==> config.mk <==
export PLATFORM = sky130hd
export DESIGN_NAME = hsv_window_bin
export DESIGN_NICKNAME = d
export VERILOG_FILES = /design/src/rtl/hsv_window_bin.sv
export SDC_FILE = /design/constraint.sdc
export NUM_CORES = 1
export LEC_CHECK = 0
export CAP_MARGIN = 20
export CORE_MARGIN = 1.5
export CORE_UTILIZATION = 49
export CTS_BUF_LIST = sky130_fd_sc_hd__clkbuf_8 sky130_fd_sc_hd__clkbuf_16
export DETAILED_ROUTE_END_ITERATION = 10
export PLACE_DENSITY = 0.76
export SYNTH_ARGS = -nofsm -noshare
export SYNTH_HDL_FRONTEND = slang
export SYNTH_SLANG_ARGS = --single-unit
==> constraint.sdc <==
create_clock -name clk -period 2.5 [get_ports clk]
set_clock_uncertainty 0.2 [all_clocks]
set_input_delay 0.625 -clock clk [delete_from_list [all_inputs] [get_ports clk]]
set_output_delay 0.625 -clock clk [all_outputs]
set_load 0.02 [all_outputs]
==> src/rtl/hsv_window_bin.sv <==
// Per-channel window classifier with a fixed-latency video pipeline and a
// per-frame foreground pixel counter reported on each vsync rising edge.

module hsv_chan_cmp #(
    parameter int W = 8
) (
    input  logic [W-1:0] c,
    input  logic [W-1:0] lo,
    input  logic [W-1:0] hi,
    output logic         in_win
);
    // lo > hi describes a window that wraps through zero (e.g. red hue)
    assign in_win = (lo <= hi) ? (c >= lo && c <= hi) : (c >= lo || c <= hi);
endmodule

module hsv_window_bin #(
    parameter int CH    = 3,
    parameter int W     = 8,
    parameter int LAT   = 3,
    parameter int CNT_W = 24
) (
    input  logic                clk,
    input  logic                rst_n,
    input  logic                ce,
    input  logic                de_in,
    input  logic                hsync_in,
    input  logic                vsync_in,
    input  logic [CH*W-1:0]     pix_in,
    input  logic [CH*W-1:0]     lo,
    input  logic [CH*W-1:0]     hi,
    input  logic [1:0]          mode,
    output logic [CH*W-1:0]     pix_out,
    output logic [W-1:0]        mask_out,
    output logic                de_out,
    output logic                hsync_out,
    output logic                vsync_out,
    output logic [CNT_W-1:0]    fg_count,
    output logic                count_valid
);
    logic [CH*W-1:0] lo_s, hi_s;
    logic [1:0]      mode_s;
    logic [CH*W-1:0] pix_pipe [1:LAT];
    logic [2:0]      vld_pipe [1:LAT];   // {vsync, hsync, de}
    logic [LAT:2]    fg_pipe;
    logic [CH-1:0]   in_win;
    logic            fg_s1;

    genvar k;
    for (k = 0; k < CH; k++) begin : g_ch
        hsv_chan_cmp #(.W(W)) u_cmp (
            .c      (pix_pipe[1][k*W +: W]),
            .lo     (lo_s[k*W +: W]),
            .hi     (hi_s[k*W +: W]),
            .in_win (in_win[k])
        );
    end

    always_comb begin
        fg_s1 = 1'b1;
        case (mode_s)
            2'b00:   fg_s1 = &in_win;
            2'b01:   fg_s1 = ~&in_win;
            2'b10:   fg_s1 = in_win[0];
            default: fg_s1 = 1'b1;
        endcase
    end

    // Window bounds and mode travel with the pixel so later changes never
    // reclassify pixels already in flight.
    always_ff @(posedge clk or negedge rst_n) begin
        if (!rst_n) begin
            lo_s    <= '0;
            hi_s    <= '0;
            mode_s  <= '0;
            fg_pipe <= '0;
            for (int i = 1; i <= LAT; i++) begin
                pix_pipe[i] <= '0;
                vld_pipe[i] <= '0;
            end
        end else if (ce) begin
            lo_s        <= lo;
            hi_s        <= hi;
            mode_s      <= mode;
            pix_pipe[1] <= pix_in;
            vld_pipe[1] <= {vsync_in, hsync_in, de_in};
            fg_pipe[2]  <= fg_s1;
            for (int i = 2; i <= LAT; i++) begin
                pix_pipe[i] <= pix_pipe[i-1];
                vld_pipe[i] <= vld_pipe[i-1];
            end
            for (int i = 3; i <= LAT; i++)
                fg_pipe[i] <= fg_pipe[i-1];
        end
    end

    assign pix_out   = pix_pipe[LAT];
    assign de_out    = vld_pipe[LAT][0];
    assign hsync_out = vld_pipe[LAT][1];
    assign vsync_out = vld_pipe[LAT][2];
    assign mask_out  = {W{de_out & fg_pipe[LAT]}};

    logic [CNT_W-1:0] acc, acc_nxt;
    logic             prev_vs, armed, hit, frame_edge, report;

    assign hit        = de_out & fg_pipe[LAT];
    assign frame_edge = vsync_out & ~prev_vs;
    // A boundary with no active video seen since reset closes a partial frame
    assign report     = frame_edge & (armed | de_out);
    assign acc_nxt    = (hit && acc != {CNT_W{1'b1}}) ? acc + CNT_W'(1) : acc;

    always_ff @(posedge clk or negedge rst_n) begin
        if (!rst_n) begin
            acc         <= '0;
            prev_vs     <= 1'b0;
            armed       <= 1'b0;
            fg_count    <= '0;
            count_valid <= 1'b0;
        end else if (ce) begin
            prev_vs     <= vsync_out;
            armed       <= armed | de_out | frame_edge;
            count_valid <= report;
            if (frame_edge) begin
                acc <= '0;
                if (report)
                    fg_count <= acc_nxt;
            end else begin
                acc <= acc_nxt;
            end
        end else begin
            count_valid <= 1'b0;
        end
    end
endmodule

### Yosys cells after proc, flatten, opt, wreduce, memory -nomap -nowiden

Cells that the tools add are included.
W data, S select, Z words.

| word-level totals | value |
|---|---|
| input bits | 80 |
| word-level logic and storage cells | 52 |
| flip-flop bits (word level) | 184 |

| cells by class | value |
|---|---|
| bitwise operators | 6 |
| magnitude comparators | 9 |
| add/sub/neg operators | 1 |
| reduce and logical (&&, ||, !) cells | 11 |
| equal/unequal tests | 3 |
| mux-type cells | 7 |

Operators with widths:

| kind | count |
|---|---|
| $le A8 B8 Y1 | 6 |
| $mux W24 | 2 |
| $add A24 B1 Y24 const B | 1 |
| $ge A8 B8 Y1 | 3 |
| $ne A24 B24 Y1 const B | 1 |
| $reduce_and A3 Y1 | 2 |
| $logic_and A1 B1 Y1 | 4 |
| $mux W1 | 4 |
| $and A1 B1 Y1 | 3 |
| $logic_or A1 B1 Y1 | 3 |
| $pmux W1 S3 | 1 |
| $eq A2 B1 Y1 const B | 1 |
| $eq A2 B2 Y1 const B | 1 |
| $logic_not A2 Y1 | 1 |
| $or A1 B1 Y1 | 2 |
| $logic_not A1 Y1 | 1 |
| $not A1 Y1 | 1 |

### Longest topological paths before layout

Gate-level depths: netlist of run 1.

| logic depth | value |
|---|---|
| word-level depth | 6 |
| mapped depth | 9 |
| mapped depth without buffers | 9 |

### Hierarchy

Synthesis of run 1 repeated with hierarchy kept, for this count alone.

| unflattened totals | value |
|---|---|
| cell total of the unflattened synthesis | 851 |
| area total of the unflattened synthesis | 9675.5 sq um |

Modules (own cells, without submodules):

| module | instances | cells an instance | seq. area each (sq um) | area an instance (sq um) |
|---|---|---|---|---|
| hsv_window_bin | 1 | 638 | 4604.4 | 7997.7 |
| hsv_chan_cmp | 3 | 71 | 0.0 | 559.3 |

### Worst setup path before layout of run 1

Ideal clock, no wire load.

| timing | value |
|---|---|
| kind | reg-to-reg |
| start point | reg pix_pipe[65] (netlist bit) |
| end point | reg fg_pipe[2] (netlist bit) |
| period minus slack after synthesis | 2339 ps |
| path slack | 161 ps |
| cell stages (with the launch flop) | 9 |
| data required time | 2174 ps |
| data arrival time | 2013 ps |
| path through | dfrtp_1 ha_1 nor2b_1 o211ai_1 a21oi_1 o22a_1 a22o_1 or4bb_1 o311a_1 |

| on the way | value |
|---|---|
| cells in the longest elaborated chain, start to end | 6 |

Ends and longest elaborated chain:

| element | RTL line | text |
|---|---|---|
| start, declared | 42 | `logic [CH*W-1:0] pix_pipe [1:LAT];` |
| start signal, assigned by index | 88 | `pix_pipe[i] <= pix_pipe[i-1];` |
| $ge A8 B8 Y1 / $le A8 B8 Y1 (equally long branches) | 13 | `assign in_win = (lo <= hi) ? (c >= lo && c <= hi) : (c >= lo \|\| c <= hi);` |
| $logic_or A1 B1 Y1 / $logic_and A1 B1 Y1 (equally long branches) | 13 |  |
| $mux W1 * | 13 |  |
| $reduce_and A3 Y1 * | 61, 62 |  |
| $logic_not A1 Y1 | 62 | `2'b01: fg_s1 = ~&in_win;` |
| $pmux W1 S3 * | 60 | `case (mode_s)` |
| end signal, assigned by index | 92 | `fg_pipe[i] <= fg_pipe[i-1];` |
| end, declared | 44 | `logic [LAT:2] fg_pipe;` |

Every way passes the cells marked *; elsewhere a longest branch is shown, timed or not.
A chain may end at the register's enable or synchronous reset.

### Worst setup path after layout of run 1

| timing | value |
|---|---|
| start point | reg lo_s[7] |
| end point | reg fg_pipe[2] (netlist bit) |

| on the way | value |
|---|---|
| cells in the longest elaborated chain, start to end | 6 |

Ends and longest elaborated chain:

| element | RTL line | text |
|---|---|---|
| start, declared | 40 | `logic [CH*W-1:0] lo_s, hi_s;` |
| start signal, assigned | 81 | `lo_s <= lo;` |
| $ge A8 B8 Y1 | 13 |  |
| $logic_or A1 B1 Y1 / $logic_and A1 B1 Y1 (equally long branches) | 13 |  |
| $mux W1 * | 13 |  |
| $reduce_and A3 Y1 | 61, 62 |  |
| $logic_not A1 Y1 | 62 |  |
| $pmux W1 S3 * | 60 |  |

Marks and branches as above.

==> flow_summary.toml, run 1 <==
[power]
ir_worst_vdd_mv = 0.510
sequentialPowerShare_pct = 41.2
p_per_area_nw_per_um2 = 780
power_frac_clock_pct = 30.4
power.leakage_nw = 5.13
combPwrFrac_pct = 28.4
power.switching_w = 0.00277
power.internal_w = 0.00633
switching_share_pct = 30.5

[clocking]
htree_num_levels = 4
cts_tree = "done"
clk_latency_ps = 430
clock_path_buffers = 2
numCtsBuffers = 17
cts_root_buf = "clkbuf_16"
clkSlewWorstSetupHoldPaths_ps = 70
clock_sinks = 184

[yosys]
synth_top_area_cell = "dfrtp_1"
synth_nets = 1030
synth_async_sr_flop_share_pct = 100
synth_top_area_share_pct = 49.2
synthTopCellsByCount = "184 x dfrtp_1, 88 x o21ai_0, 86 x nand2_1, 84 x mux2_2, 73 x ha_1"
synth_cells = 877
ys_top_cells_by_area = "dfrtp_1 49%, mux2_2 10%, ha_1 9.8%"
ys_warn_count = 0
netlist_area_um2 = 9370
yosysSeqAreaShare_pct = 49.2
ys_ff_latch = 184
synth_edf_count = 0
yosysUniqueCellTypes = 56
synth_ff_type = "dfrtp_1"
avgSynthCellArea_um2 = 10.7
yosysMostFrequentCell = "dfrtp_1"

[detailed_routing]
top_layer_used = "met4"
wl_met2_mm = 9.54
vias = 6678
firstDrtPassIters = 4
drt_iter0_drc = 351
drt.antenna.violating_nets = 0
vias_per_cell = 5.34
met3WireLength_um = 817
met1_length_mm = 8.72
wl_per_cell_um = 15.6
drt_wl_total_mm = 19.5
detail_route.drc_violations = 0

[sta]
period_share_pct = 99.2
slew_violations = 0
setup-violations-final = 0
fmax_mhz = 403
hold_slack_ps = 260
rsz0062_at_grt = "yes"
maxSlewHeadroom_pct = 64.6
worstMarginPinSlew_ps = 527
setup_tns_ps = 0
post-route-min-period_ps = 2480
finalHoldViolCount = 0

[die]
core_um2 = 18700
die_w_um = 141
die_h_um = 141
io-pin-count = 140
num_rows = 50
start_util_pct = 50.1
die-area_um2 = 20000

[place]
gp_congestion = 0.832
dpl.hpwl_mm = 13.8
io_buffers = 139

[run_status]
status = "complete, no violations"

[layout]
num-fill-cells = 1475
fin_nets = 1155
drive_gt1_share_pct = 17.3
area_growth_pct = 24.6

[grt]
grt_first_pass_wirelength_mm = 32.2
grt_pass1_vias = 6680
overflow = 0
antenna_found_initial = 1
grt_max_degree = 85
grt_use_total_pct = 20.2

[setup_path]
rrSetupSlack_ps = 20
cp.arrival_ps = 2590
worstSetupStartpointType = "flip-flop"
critical_path_class = "reg2reg"
crit_fanout = 2
critPathCaptureType = "flip-flop"
cp.required_ps = 2610

[worst_hold_path]
hold_class = "reg2reg"

[job]
maxCapViolCount = 0
## state kept, by name (all words and copies together) (netlist names)
name / flops
fg_count: 24
pix_out: 24
hsync_out: 1
lo_s: 24
vsync_out: 1
armed: 1
pix_pipe: 48
mode_s: 2
de_out: 1
count_valid: 1
fg_pipe: 2
prev_vs: 1
acc: 24
hi_s: 24
vld_pipe: 6
## per-layer routing
metal | vias to the layer above | GRT usage [%]
li1 | 3285 | -
met1 | 3207 | 26.6
met2 | 152 | 33.1
met3 | 34 | 3.81
met4 | 0 | 7.73
met5 | - | 0
## power by group through the flow
stage / clock network [W] / registers [W] / logic [W]
4_1_cts: 0.00281 / 0.00376 / 0.00257
6_report: 0.00277 / 0.00375 / 0.00258
3_5_place_dp: 0 / 0.00381 / 0.00256
2_1_floorplan: 0 / 0.00401 / 0.00132
5_1_grt: 0.00292 / 0.00381 / 0.00284
3_3_place_gp: 0 / 0.00379 / 0.00250
## worst max-delay path, cell delays in order (launching register included)
cell and delay (ps):
dfrtp_1 370, inv_1 60, ha_1 290, nand2_1 90, nor3_1 190, a21oi_1 120
nor3_2 220, o2111ai_1 190, or4bb_1 500, o311a_1 140
## stage by stage
step                      total power (W)  area [um^2]  cells  utilization (%)  setup WS, ps
after floorplan                   0.00533         9370    877                -           161
after global placement            0.00629        11000   1214             58.7         -33.3
after detailed placement          0.00637        11000   1214             58.7         -44.0
after CTS                         0.00914        11600   1247             62.0          6.15
after global routing              0.00958        11700   1250             62.4          -114
final                             0.00910        11700   1250             62.4          20.8
## placed cells by master (no fill, tap or decap), types with 3 or more instances in the layout
cell type | Yosys | final
ha_1 | 73 | 71
o22ai_1 | 4 | 4
and3_1 | 3 | 3
nor2_1 | 42 | 41
a22o_1 | 5 | 5
nand3_1 | 10 | 10
a31oi_1 | 3 | 3
o31ai_1 | 9 | 9
bufinv_16 | 0 | 3
buf_4 | 35 | 29
o211ai_1 | 5 | 5
nand2b_1 | 6 | 4
buf_12 | 0 | 7
a21oi_1 | 59 | 59
mux2_2 | 84 | 84
o21ai_1 | 0 | 3
clkdlybuf4s50_1 | 0 | 129
inv_1 | 55 | 55
dlygate4sd2_1 | 0 | 8
clkbuf_16 | 0 | 17
nor2b_1 | 7 | 7
o21ai_0 | 88 | 85
xnor2_1 | 14 | 14
dfrtp_1 | 184 | 183
inv_6 | 0 | 4
nand2_1 | 86 | 86
nor4_1 | 3 | 3
nand4_1 | 18 | 18
xor2_1 | 9 | 9
## final timing paths
kind                            startpoint     endpoint  cells past startpoint
worst max-delay path               lo_s[7]   fg_pipe[2]                      9
max in group asynchronous            rst_n  vld_pipe[6]                      3
worst min-delay path                 armed        armed                      1
worst max register to register     lo_s[7]   fg_pipe[2]                      9
min in group asynchronous            rst_n  fg_count[7]                      2
worst min register to register       armed        armed                      1
## timing repair
item / 4_1_cts / 5_1_grt
endpoints found under the hold margin: 51 / 0
buffers inserted: 0 / 2
hold buffers: 1 / 0
pin swaps: 4 / 9
endpoints found under the setup margin: 9 / 3
resized for setup: 12 / 13
## cell type report
type / instances / area (um^2) / area share, %
diodes: 1 / 2.50 / 0.0214
clock buffers: 17 / 425 / 3.65
clock inverters: 15 / 175 / 1.50
inverters: 55 / 206 / 1.77
multi-input cells: 568 / 4210 / 36.0
flip-flops and latches: 184 / 4610 / 39.5
well taps: 234 / 293 / 2.51
repair buffers: 176 / 1750 / 15.0
## logic make-up (layout without fill, tap and decap cells)
group                      after synthesis  in the layout  share of synthesized area (%)
AOI/OAI and AO/OA                      189            189                           11.5
xor gates and xnor gates                23             23                           2.15
adders and majority gates               73             73                           9.75
buffers and inverters                  125            263                           6.75
DFF                                    184            184                           49.2
muxes                                   85             85                           10.2
other                                    0              1                              0
and+or+nand+nor                        198            198                           10.5
Note: power is estimated with default switching activity, not from simulation.
==> inputs of run 2 (changes only) <==
Settings changed: CORE_MARGIN 1.5 to not set.
==> run 2 against run 1 <==
Net effect: register-to-register slack improved by 30 ps; fmax grew 1.3%; worst setup slack improved by 31 ps; sequential power is essentially flat; non-clock buffer count is 7 higher; combinational power about the same; sequential cell count unchanged; critical path depth down 1; first-iteration DRC count decreased by 10%; hold slack better by 1.1 ps.
==> flow_summary.toml, run 2 (synthesis results as in run 1) <==
[grt]
grt_use_total_pct = 20.6
grt_pass1_vias = 6685
overflow = 0
grt_first_pass_wirelength_mm = 32.2
antenna_found_initial = 0
grt_max_degree = 61

[detailed_routing]
firstDrtPassIters = 4
vias_per_cell = 5.33
vias = 6692
detail_route.drc_violations = 0
drt.antenna.violating_nets = 0
drt_wl_total_mm = 19.1
drt_iter0_drc = 315
wl_per_cell_um = 15.2

[layout]
regArea_um2 = 4600
largest-register = "pix_pipe"
postLayoutCoreUtil_pct = 62.6
multi_input_area_um2 = 4210
final_common_cell = "dfrtp_1"
finalInstanceArea_um2 = 11700
fin_nets = 1162
insertedDiodeCount = 0
drive_gt1_share_pct = 18.0
num-fill-cells = 1514
area_growth_pct = 25.0
largest_reg_flops = 48
mostFrequentLayoutCells = "184 x dfrtp_1, 129 x clkdlybuf4s50_1, 86 x nand2_1, 85 x o21ai_0, 84 x mux2_2"

[clocking]
htree_num_levels = 4
clk_latency_ps = 420
cts_root_buf = "clkbuf_16"
clkSlewWorstSetupHoldPaths_ps = 70
numCtsBuffers = 17
clock_sinks = 184
clock_path_buffers = 2
cts_tree = "done"

[setup_path]
worstSetupStartpointType = "flip-flop"
critical_path_class = "reg2reg"
cp.arrival_ps = 2550
cp.required_ps = 2600
crit_fanout = 4
critPathCaptureType = "flip-flop"

[sta]
setup_ws_ps = 51.6
slew_violations = 0
worstMarginPinSlew_ps = 538
hold_slack_ps = 262
setup-violations-final = 0
maxSlewHeadroom_pct = 63.8
fmax_mhz = 408
finalHoldViolCount = 0
post-route-min-period_ps = 2450
period_share_pct = 97.9
rsz0062_at_grt = "yes"

[power]
power.leakage_nw = 5.17
power_w = 0.00920
ir_worst_vdd_mv = 0.505
sequentialPowerShare_pct = 40.6
power.switching_w = 0.00275
switching_share_pct = 29.9
power.internal_w = 0.00645
combPwrFrac_pct = 28.0
power_frac_clock_pct = 31.3
p_per_area_nw_per_um2 = 786

[die]
die_h_um = 140
io-pin-count = 140
core_um2 = 18700
num_rows = 50
die-area_um2 = 19700
die_w_um = 140
start_util_pct = 50.1

[place]
post-place-ws_ps = -48.4
dpl-instance-area_um2 = 11000
dpl.hpwl_mm = 13.9
gp_congestion = 0.841
io_buffers = 139

[job]
maxCapViolCount = 0

[run_status]
status = "complete, no violations"

[worst_hold_path]
hold_class = "reg2reg"
-- run 2: final cells by class --
type	instances	share of cell area, %
timing repair buffer	183	15.0
tap	234	2.50
sequential	184	39.3
multi-input combinational	568	36.0
clock buffer	18	3.75
inverter	55	1.76
clock inverter	14	1.65
-- run 2: what timing repair did --
action | 4_1_cts | 5_1_grt
endpoints found under the setup margin | 9 | 6
hold endpoints to repair | 13 | 0
hold buffers | 1 | 0
buffers inserted | 0 | 0
cloned | 0 | 0
pin swaps | 1 | 7
resized for setup | 12 | 14
-- run 2: stage by stage --
step                cells  setup TNS, ps
floorplan             877              0
global placement     1223          -14.9
detailed placement   1223          -48.4
CTS                  1256              0
global route         1256          -68.8
finish               1256              0
-- run 2: worst paths after layout --
| check | startpoint | depth (start not counted) | endpoint | slack [ps] |
|---|---|---|---|---|
| max | pix_pipe[65] | 8 | fg_pipe[2] | 50 |
| min | armed | 1 | armed | 260 |
| max reg2reg | pix_pipe[65] | 8 | fg_pipe[2] | 50 |
| min reg2reg | armed | 1 | armed | 260 |
| max in group asynchronous | rst_n | 3 | mode_s[0] | 880 |
| min in group asynchronous | rst_n | 2 | acc[6] | 530 |
-- run 2: critical path, cell delays in order (launching register included) --
cell	delay [ps]
dfrtp_1	430
ha_1	300
nor2b_1	130
o211ai_1	150
a21oi_1	90
o22a_1	200
a22o_1	220
or4bb_1	490
o311a_1	130
-- run 2: per-layer routing --
metal  routed length, um  up-vias  part of all wire (%)  GRT usage (%)
met3                 753       25                   3.9           3.90
met5                   0        -                     0              0
met4                 285        0                   1.5           6.82
met2                9400      145                    49           34.7
li1                    -     3299                     -              -
met1                8640     3223                    45           26.8
-- run 2: power by group through the flow --
stage | clock, W | sequential (W) | combinational [W]
floorplan | 0 | 0.00401 | 0.00132
finish | 0.00288 | 0.00374 | 0.00258
global placement | 0 | 0.00378 | 0.00250
detailed placement | 0 | 0.00380 | 0.00255
CTS | 0.00294 | 0.00375 | 0.00256
global route | 0.00305 | 0.00381 | 0.00283
==> inputs of run 3 (changes only) <==
Settings changed: CTS_BUF_LIST sky130_fd_sc_hd__clkbuf_8 sky130_fd_sc_hd__clkbuf_16 to not set, HOLD_SLACK_MARGIN set to 0.06.
==> results of run 3 <==
Final layout, timing and power as in run 2 (identical DEF).
